$ cat src/rtl/ladder_pkg.sv
// Shared types and default widths for the ladder counter and its receive-side decoder.
package ladder_pkg;

    localparam int LADDER_CW = 4;
    localparam int LADDER_PW = 8;

    typedef enum logic [1:0] {
        IDLE,
        FIRST,
        RISE,
        FALL
    } state_t;

    typedef enum logic [1:0] {
        STEP_UP,
        STEP_DN,
        STEP_BAD
    } step_t;

endpackage

$ cat src/rtl/ladder_decoder_if.sv
// Sample stream into the ladder decoder and the reconstructed shape coming back out.
interface ladder_decoder_if #(
    parameter int CW = ladder_pkg::LADDER_CW,
    parameter int PW = ladder_pkg::LADDER_PW
);

    logic          clear;
    logic          count_valid;
    logic [CW-1:0] count_in;
    logic          dir;
    logic          turn_valid;
    logic          turn_is_peak;
    logic [CW-1:0] turn_value;
    logic [PW-1:0] half_period;
    logic          amp_valid;
    logic [CW-1:0] amplitude;
    logic          locked;
    logic          step_err;

    modport master (
        output clear, count_valid, count_in,
        input  dir, turn_valid, turn_is_peak, turn_value, half_period,
               amp_valid, amplitude, locked, step_err
    );

    modport slave (
        input  clear, count_valid, count_in,
        output dir, turn_valid, turn_is_peak, turn_value, half_period,
               amp_valid, amplitude, locked, step_err
    );

endinterface

$ cat src/rtl/ladder_step_cls.sv
// Classifies one ladder step as +1, -1 or illegal using modulo-2^CW difference.
// Purely combinational; wrap-around (max->0, 0->max) is a legal single step.
module ladder_step_cls
    import ladder_pkg::*;
#(
    parameter int CW = LADDER_CW
) (
    input  logic [CW-1:0] count_in,
    input  logic [CW-1:0] last,
    output step_t         cls
);

    logic [CW-1:0] diff;

    assign diff = count_in - last;

    always_comb begin
        cls = STEP_BAD;
        if (diff == CW'(1)) begin
            cls = STEP_UP;
        end else if (diff == {CW{1'b1}}) begin
            cls = STEP_DN;
        end
    end

endmodule

$ cat src/rtl/ladder_decoder.sv
// Ladder shape monitor: turning points, direction, amplitude, half-period and lock.
// Outputs registered, one cycle after an accepted sample; no backpressure, every valid sample is taken.
module ladder_decoder
    import ladder_pkg::*;
#(
    parameter int CW = LADDER_CW,
    parameter int PW = LADDER_PW
) (
    input logic              clk,
    input logic              resetn,
    ladder_decoder_if.slave  bus
);

    state_t        state;
    logic [CW-1:0] last;
    logic [CW-1:0] peak;
    logic [CW-1:0] trough;
    logic          peak_vld;
    logic          trough_vld;
    logic [PW-1:0] per_cnt;
    logic [PW-1:0] per_inc;

    logic          dir_q;
    logic          turn_valid_q;
    logic          turn_is_peak_q;
    logic [CW-1:0] turn_value_q;
    logic [PW-1:0] half_period_q;
    logic          amp_valid_q;
    logic [CW-1:0] amplitude_q;
    logic          locked_q;
    logic          step_err_q;

    step_t         cls;
    logic          is_turn;
    logic          turn_peak;
    logic          is_bad;
    logic          have_amp;
    logic [CW-1:0] new_amp;

    ladder_step_cls #(.CW(CW)) u_cls (
        .count_in (bus.count_in),
        .last     (last),
        .cls      (cls)
    );

    assign per_inc = (per_cnt == {PW{1'b1}}) ? per_cnt : per_cnt + PW'(1);

    // Turn decode; amplitude is taken against the opposite extreme, which must already exist.
    always_comb begin
        is_turn   = 1'b0;
        turn_peak = 1'b0;
        have_amp  = 1'b0;
        new_amp   = '0;
        is_bad    = (state != IDLE) && (cls == STEP_BAD);
        if (state == RISE && cls == STEP_DN) begin
            is_turn   = 1'b1;
            turn_peak = 1'b1;
            have_amp  = trough_vld;
            new_amp   = last - trough;
        end else if (state == FALL && cls == STEP_UP) begin
            is_turn   = 1'b1;
            have_amp  = peak_vld;
            new_amp   = peak - last;
        end
    end

    always_ff @(posedge clk or negedge resetn) begin
        if (!resetn) begin
            state          <= IDLE;
            last           <= '0;
            peak           <= '0;
            trough         <= '0;
            peak_vld       <= 1'b0;
            trough_vld     <= 1'b0;
            per_cnt        <= '0;
            dir_q          <= 1'b0;
            turn_valid_q   <= 1'b0;
            turn_is_peak_q <= 1'b0;
            turn_value_q   <= '0;
            half_period_q  <= '0;
            amp_valid_q    <= 1'b0;
            amplitude_q    <= '0;
            locked_q       <= 1'b0;
            step_err_q     <= 1'b0;
        end else begin
            turn_valid_q <= 1'b0;
            step_err_q   <= 1'b0;
            if (bus.clear) begin
                state          <= IDLE;
                last           <= '0;
                peak           <= '0;
                trough         <= '0;
                peak_vld       <= 1'b0;
                trough_vld     <= 1'b0;
                per_cnt        <= '0;
                dir_q          <= 1'b0;
                turn_is_peak_q <= 1'b0;
                turn_value_q   <= '0;
                half_period_q  <= '0;
                amp_valid_q    <= 1'b0;
                amplitude_q    <= '0;
                locked_q       <= 1'b0;
            end else if (bus.count_valid) begin
                last <= bus.count_in;
                if (state == IDLE) begin
                    state   <= FIRST;
                    per_cnt <= '0;
                end else if (is_bad) begin
                    // The offending sample restarts the ladder as a fresh first sample.
                    step_err_q  <= 1'b1;
                    locked_q    <= 1'b0;
                    amp_valid_q <= 1'b0;
                    dir_q       <= 1'b0;
                    peak_vld    <= 1'b0;
                    trough_vld  <= 1'b0;
                    per_cnt     <= '0;
                    state       <= FIRST;
                end else if (is_turn) begin
                    turn_valid_q   <= 1'b1;
                    turn_is_peak_q <= turn_peak;
                    turn_value_q   <= last;
                    half_period_q  <= per_cnt;
                    per_cnt        <= PW'(1);
                    if (turn_peak) begin
                        peak     <= last;
                        peak_vld <= 1'b1;
                        dir_q    <= 1'b0;
                        state    <= FALL;
                    end else begin
                        trough     <= last;
                        trough_vld <= 1'b1;
                        dir_q      <= 1'b1;
                        state      <= RISE;
                    end
                    if (have_amp) begin
                        amplitude_q <= new_amp;
                        amp_valid_q <= 1'b1;
                        if (amp_valid_q) begin
                            locked_q <= (new_amp == amplitude_q);
                        end
                    end
                end else begin
                    per_cnt <= per_inc;
                    if (state == FIRST) begin
                        dir_q <= (cls == STEP_UP);
                        state <= (cls == STEP_UP) ? RISE : FALL;
                    end
                end
            end
        end
    end

    assign bus.dir          = dir_q;
    assign bus.turn_valid   = turn_valid_q;
    assign bus.turn_is_peak = turn_is_peak_q;
    assign bus.turn_value   = turn_value_q;
    assign bus.half_period  = half_period_q;
    assign bus.amp_valid    = amp_valid_q;
    assign bus.amplitude    = amplitude_q;
    assign bus.locked       = locked_q;
    assign bus.step_err     = step_err_q;

endmodule
$ cat src/flat_wrapper.sv
// flat-port wrapper written by rule: the top's interface ports become plain ports
module ladder_decoder_flat import ladder_pkg::*;
#(
    parameter int CW = LADDER_CW,
    parameter int PW = LADDER_PW
)
  (clk, resetn, bus_clear, bus_count_valid, bus_count_in, bus_dir, bus_turn_valid, bus_turn_is_peak, bus_turn_value, bus_half_period, bus_amp_valid, bus_amplitude, bus_locked, bus_step_err);
  ladder_decoder_if #(.CW(CW), .PW(PW)) bus_i ();
  input logic clk;
  input logic resetn;
  input wire logic [$bits(bus_i.clear)-1:0] bus_clear;
  input wire logic [$bits(bus_i.count_valid)-1:0] bus_count_valid;
  input wire logic [$bits(bus_i.count_in)-1:0] bus_count_in;
  output wire logic [$bits(bus_i.dir)-1:0] bus_dir;
  output wire logic [$bits(bus_i.turn_valid)-1:0] bus_turn_valid;
  output wire logic [$bits(bus_i.turn_is_peak)-1:0] bus_turn_is_peak;
  output wire logic [$bits(bus_i.turn_value)-1:0] bus_turn_value;
  output wire logic [$bits(bus_i.half_period)-1:0] bus_half_period;
  output wire logic [$bits(bus_i.amp_valid)-1:0] bus_amp_valid;
  output wire logic [$bits(bus_i.amplitude)-1:0] bus_amplitude;
  output wire logic [$bits(bus_i.locked)-1:0] bus_locked;
  output wire logic [$bits(bus_i.step_err)-1:0] bus_step_err;
  assign bus_i.clear = bus_clear;
  assign bus_i.count_valid = bus_count_valid;
  assign bus_i.count_in = bus_count_in;
  assign bus_dir = bus_i.dir;
  assign bus_turn_valid = bus_i.turn_valid;
  assign bus_turn_is_peak = bus_i.turn_is_peak;
  assign bus_turn_value = bus_i.turn_value;
  assign bus_half_period = bus_i.half_period;
  assign bus_amp_valid = bus_i.amp_valid;
  assign bus_amplitude = bus_i.amplitude;
  assign bus_locked = bus_i.locked;
  assign bus_step_err = bus_i.step_err;
  ladder_decoder #(.CW(CW), .PW(PW)) u_core (.clk(clk), .resetn(resetn), .bus(bus_i));
endmodule
$ cat config.mk
export PLATFORM = sky130hd
export DESIGN_NAME = ladder_decoder_flat
export DESIGN_NICKNAME = d
export VERILOG_FILES = /design/src/rtl/ladder_pkg.sv /design/src/rtl/ladder_decoder_if.sv /design/src/rtl/ladder_step_cls.sv /design/src/rtl/ladder_decoder.sv /design/src/flat_wrapper.sv
export SDC_FILE = /design/constraint.sdc
export NUM_CORES = 1
export LEC_CHECK = 0
export CORE_MARGIN = 5
export CORE_UTILIZATION = 42
export DETAILED_ROUTE_END_ITERATION = 12
export PLACE_DENSITY_LB_ADDON = 0.08
export SYNTH_ARGS = -nofsm -noshare
export SYNTH_HDL_FRONTEND = slang
export SYNTH_SLANG_ARGS = --single-unit
$ cat constraint.sdc
create_clock -name clk -period 3.03 [get_ports clk]
set_input_delay 0.606 -clock clk [delete_from_list [all_inputs] [get_ports clk]]
set_output_delay 0.606 -clock clk [all_outputs]
set_load 0.05 [all_outputs]
Yosys cells after proc, flatten, opt, wreduce, memory -nomap -nowiden
Cells that the tools add are included.

Bits in registers: 46. Bits of input ports: 8.

Add/subtract/negate cells: 4. Eq/ne operators: 14. Multiplexer cells: 99. Reduce and logical (&&, ||, !) cells: 27.

Operators with widths (count): $mux 4 (27); $mux 8 (11); $mux 1 (53); $reduce_and 5->1 (4); $mux 2 (8); $reduce_and 4->1 (4); $reduce_bool 3->1 (4); $sub 4x4->4 (3); $reduce_bool 2->1 (5); $add 8x1->8 const B (1); $eq 8x8->1 const B (1); $eq 2x2->1 const B (3); $ne 2x2->1 const B (3); $ne 5x3->1 const B (1); $reduce_bool 5->1 (1); $eq 2x1->1 const B (2); $eq 4x1->1 const B (1); $eq 4x4->1 (1); $eq 4x4->1 const B (1); $logic_not 2->1 (2); $reduce_and 2->1 (2); $reduce_bool 4->1 (1); $logic_and 1x1->1 (3); $ne 3x3->1 const B (1); $reduce_and 3->1 (1).

Longest topological paths before layout
Gate-level depths: netlist of run 1.

Word-level depth: 16. Gate-level depth with buffers: 13.

Hierarchy
A second synthesis of run 1 with hierarchy kept.

Cells, all modules: 290. Area total of the unflattened synthesis: 2727.6 µm².

By module, submodules not included: ladder_decoder (times used 1, cells each 272, area each 2581.2 µm², seq. area each 1151.1 µm²); ladder_step_cls (times used 1, cells each 18, area each 146.4 µm², seq. area each 0.0 µm²).

Least setup slack after synthesis of run 1
No wires, ideal clock.

Path kind: in2reg. From: in bus_count_in[0]. To: reg u_core.locked_q (netlist: u_core.bus.locked). Setup time: 92 ps. Data arrival time: 3341 ps. Data required time: 2938 ps. Setup slack: -403 ps. Cell stages on the path: 13. Buffers on the path: 2. Path through: inv_1 > ha_1 > inv_1 > fa_1 > xor2_2 > or4_1 > or3_1 > buf_2 > o221a_1 > buf_6 > o21bai_1 > a22o_1 > o31ai_2.

Cells in the longest elaborated chain, start to end: 16. Elaborated cells on any way between the ends: 29. Classes of those cells: 1 x add/sub; 5 x eq/ne; 15 x mux; 8 x reduce/logical.

RTL lines: from (decl) (RTL line flat_wrapper.sv:13) `input wire logic [$bits(bus_i.count_in)-1:0] bus_count_in;`; $sub 4x4->4 (*) (RTL line ladder_step_cls.sv:15) `assign diff = count_in - last;`; $eq 4x4->1 (RTL line ladder_step_cls.sv:21) `end else if (diff == {CW{1'b1}}) begin`; $mux 2 (RTL line ladder_step_cls.sv:21); $mux 2 (*) (RTL line ladder_step_cls.sv:19) `if (diff == CW'(1)) begin`; $logic_not 2->1 (RTL line ladder_decoder.sv:60) `end else if (state == FALL && cls == STEP_UP) begin`; $logic_and 1x1->1 (RTL line ladder_decoder.sv:60); $mux 4 (RTL line ladder_decoder.sv:60); $mux 4 (RTL line ladder_decoder.sv:55) `if (state == RISE && cls == STEP_DN) begin`; $eq 4x4->1 (RTL line ladder_decoder.sv:139) `locked_q <= (new_amp == amplitude_q);`; $mux 1 (RTL line ladder_decoder.sv:138) `if (amp_valid_q) begin`; $mux 1 (RTL line ladder_decoder.sv:135) `if (have_amp) begin`; $mux 1 (RTL line ladder_decoder.sv:118) `end else if (is_turn) begin`; $mux 1 (RTL line ladder_decoder.sv:108) `end else if (is_bad) begin`; $mux 1 (RTL line ladder_decoder.sv:105) `if (state == IDLE) begin`; $mux 1 (RTL line ladder_decoder.sv:103) `end else if (bus.count_valid) begin`; $mux 1 (RTL line ladder_decoder.sv:88) `if (bus.clear) begin`; to (signal assigned) (RTL line ladder_decoder.sv:139); to (decl) (RTL line ladder_decoder.sv:30) `logic locked_q;`.

Mark *: on every way between the ends. The rest lies on a longest branch, timed or not. The select of a mux whose other input is x is not followed. A chain may end at the register's enable or synchronous reset.

Worst setup path in the final report of run 1
Same ends and word-level chain as after synthesis.

==> impl_metrics.csv, run 1 <==
group,metric,value,unit
outcome,outcome,"finished clean",
power_and_ir_drop,power.total,1.306,mW
critical_path,regToRegSetupSlack,0.09,ns
clock_tree,tritoncts,"done",
sta,period_minus_slack,2.944,ns
synthesis,yosysTopAreaCell,"dfrtp_1",
detailed_routing,dr.pass1.iters,4,
synthesis,synthFlopType,"dfrtp_1",
power_and_ir_drop,power.density,367.0,nW/um2
critical_path,worstReg2RegEnd,"u_core.bus.locked",
critical_path,reg2reg_depth,9,
detailed_routing,drc,0,
power_and_ir_drop,power_frac_seq,48.7,%
die,io_pins,30,
detailed_routing,vias,2214,
sta,hold_slack,0.2831,ns
clock_tree,cts.path.max_buffers,2,
final_layout,area_delta_synth_final,36.47,%
power_and_ir_drop,switching_share,29.78,%
placement,portBuffers,29,
sta,fmax,0.3396,GHz
die,rows,28,
die,dieHeight,88.79,um
clock_tree,path_clk_slew,0.09,ns
critical_path,max_stage_delay,0.52,ns
critical_path,cp-start-kind,"input port",
detailed_routing,vias_per_cell,5.335,
power_and_ir_drop,p_int,0.9170,mW
detailed_routing,drt_wl_total,6647,um
die,die_w,88.79,um
clock_tree,root_buffer,"clkbuf_8",
synthesis,synth_seq_cells,46,
critical_path,crit_type,"input port to flip-flop",
placement,gp_congestion,0.8717,
synthesis,synthTopCellsByArea,"dfrtp_1 44%, mux2i_1 5.0%, ha_1 4.8%",
grt,track_usage,18.08,%
clock_tree,clock_sinks,46,
synthesis,post_synth_inst_count,264,
detailed_routing,wl_per_cell,16.02,um
final_layout,layout.nets,360,
synthesis,syn_avg_cell_area,9.877,um2
power_and_ir_drop,ir_worst_vdd,0.0002018,V
critical_path,worst_setup_path_end_kind,"flip-flop",
critical_path,path_cells,"buf_6 -> inv_12 -> ha_4 -> inv_2 -> fa_2 -> or4_4 -> or3_4 -> o221a_1 -> o21bai_4 -> a22o_1 -> o31ai_2",
power_and_ir_drop,clock_power_share,29.3,%
sta,relSlewSlack,61.87,%
hold_path,hold_class,"input port to asynchronous set/reset pin",
synthesis,yosysUniqueCellTypes,50,
critical_path,slowest_stage,"or4_4",
critical_path,worst_ep_arrival_time,3.17,ns
power_and_ir_drop,p_leak,1.542,nW
synthesis,synthArstFlopShare,100.0,%
grt,antenna_found_initial,0,
clock_tree,cts_buffers,5,
clock_tree,cts-htree-levels,2,
synthesis,yosysWarnings,0,
detailed_routing,drt_iter0_markers,105,
final_layout,n_antenna_cell,0,
sta,finClkSkew,0.006502,ns
sta,fin_crit_sh,97.18,%
placement,place_hpwl,5044,um
die,start_util,43.53,%
grt,grt_max_degree,24,
critical_path,cp_max_fo,3,
final_layout,fin_area,3558,um2
synthesis,synth-edff-count,0,
clock_tree,clock_latency,0.30,ns
die,dieArea,7884,um2
power_and_ir_drop,power_switching,0.3889,mW
final_layout,layoutNonFillerInstCount,415,
critical_path,cp.required,3.25,ns
sta,hold_viol_final,0,
sta,drv_slew,0,
synthesis,netlist.area_leader.share,44.15,%
die,core,5991,um2
synthesis,post-synth-top-count-cell,"dfrtp_1",
synthesis,synth_commonest_cells,"46 x dfrtp_1, 28 x nor2_1, 17 x nand2_1",
grt,grt_pass1_wl,10850,um
synthesis,syn_nets,285,
final_layout,layout-drive-gt1-share,25.29,%
power_and_ir_drop,comb_power_share,21.9,%
sta,finalSetupViolCount,0,
sta,worst_pin_slew,0.5720,ns
run,drv_cap,0,
critical_path,reg2reg_from,"u_core.last[0]",
detailed_routing,postRouteAntennaNets,0,
placement,dp_cells,405,
placement,place_ws,-0.8011,ns
synthesis,synth_area,2608,um2
sta,fin_ws,0.08551,ns
grt,overflow,0,
sta,rsz0062_at_grt,"yes",
placement,placed_area,3367,um2
grt,first_global_vias,2198,
synthesis,synth_seq_area_share,44.15,%
-- worst max-delay path, delay by kind of cell --
| kind | cells | cell delay, ns |
|---|---|---|
| simple gates | 2 | 0.87 |
| compound gates | 4 | 0.91 |
| buf+inv | 3 | 0.18 |
| fa+ha+maj | 2 | 0.59 |
-- cells in the final DEF (no fill, tap or decap), types with 7 or more instances in the layout --
master           Yosys  routed
nand3_1              9       8
nand2_1             17      16
nor2_1              28      27
ha_1                10       8
xnor2_1              7       7
o21ai_0             15      13
nor3_1               8       7
a22o_1              14      14
a21oi_1             13      13
inv_1               13      11
dfrtp_1             46      46
clkdlybuf4s50_1      0      25
mux2i_1             13      13
buf_4                0      48
-- stage by stage --
step	util (%)	setup TNS (ns)
after floorplan	-	-1.335
after global placement	56.20	-24.89
after detailed placement	56.20	-26.02
after CTS	58.23	0
after global routing	59.40	-0.02900
final	59.40	0
-- final cells by class --
type                            count  area [um2]
Inverter                           13       61.31
Multi-Input combinational cell    194        1481
Clock inverter                      2       13.76
Clock buffer                        6       72.57
Tap cell                           75       93.84
Fill cell                         531        2432
Sequential cell                    46        1151
Timing Repair Buffer               79       684.4
-- worst max path at each step --
stage | slack [ns] | start | cells past startpoint | end
after floorplan | -0.25 | bus_count_in[0] | 12 | u_core.bus.locked
after global placement | -0.75 | bus_count_in[0] | 11 | u_core.bus.locked
after detailed placement | -0.80 | bus_count_in[0] | 11 | u_core.bus.locked
after CTS | 0.01 | bus_count_in[0] | 11 | u_core.bus.locked
after global routing | -0.03 | u_core.last[0] | 9 | u_core.bus.locked
final | 0.09 | bus_count_in[0] | 11 | u_core.bus.locked
-- state kept, by name, summed over array words and instances, names as in the netlist --
register,count
u_core.bus.amp_valid,1
u_core.bus.amplitude,4
u_core.bus.dir,1
u_core.bus.half_period,8
u_core.bus.locked,1
u_core.bus.step_err,1
u_core.bus.turn_is_peak,1
u_core.bus.turn_valid,1
u_core.bus.turn_value,4
u_core.last,4
u_core.peak,4
u_core.peak_vld,1
u_core.per_cnt,8
u_core.state,2
u_core.trough,4
u_core.trough_vld,1
-- power groups by stage --
stage / sequential (mW) / combinational [mW] / clock, mW
2_1_floorplan: 0.665 / 0.130 / 0
3_3_place_gp: 0.647 / 0.269 / 0
3_5_place_dp: 0.647 / 0.271 / 0
4_1_cts: 0.635 / 0.276 / 0.399
5_1_grt: 0.638 / 0.313 / 0.418
6_report: 0.636 / 0.287 / 0.383
-- what timing repair did --
action,CTS,global route
hold buffers,0,0
pin swaps,1,7
buffers inserted,0,2
gates resized for setup,16,13
endpoints found under the setup margin,37,20
-- layer usage --
| metal | global-route usage, % | wire, um |
|---|---|---|
| met5 | 0 | 0 |
| met4 | 4.258 | 59 |
| met3 | 2.980 | 271 |
| met2 | 29.62 | 3131 |
| met1 | 25.09 | 3183 |
-- cells by family (layout without fill, tap and decap cells) --
family,count (synthesis),after routing,synth area share [%]
buffers and inverters,24,100,3.887
AO/OA/AOI/OAI,71,71,19.63
multiplexers,15,15,5.854
flip-flops,46,46,44.15
AND/OR/NAND/NOR,86,86,16.08
adder cells (fa/ha/maj),13,13,7.102
XOR/XNOR,9,9,3.311
(Power assumes the default switching activity.)
==> inputs of run 2 (changes only) <==
--- a/config.mk
+++ b/config.mk
@@ -9,6 +9,7 @@
 export CORE_UTILIZATION = 42
 export DETAILED_ROUTE_END_ITERATION = 12
 export PLACE_DENSITY_LB_ADDON = 0.08
+export SLEW_MARGIN = 10
 export SYNTH_ARGS = -nofsm -noshare
 export SYNTH_HDL_FRONTEND = slang
 export SYNTH_SLANG_ARGS = --single-unit
==> results of run 2 <==
Final layout, timing and power as in run 1 (identical DEF).
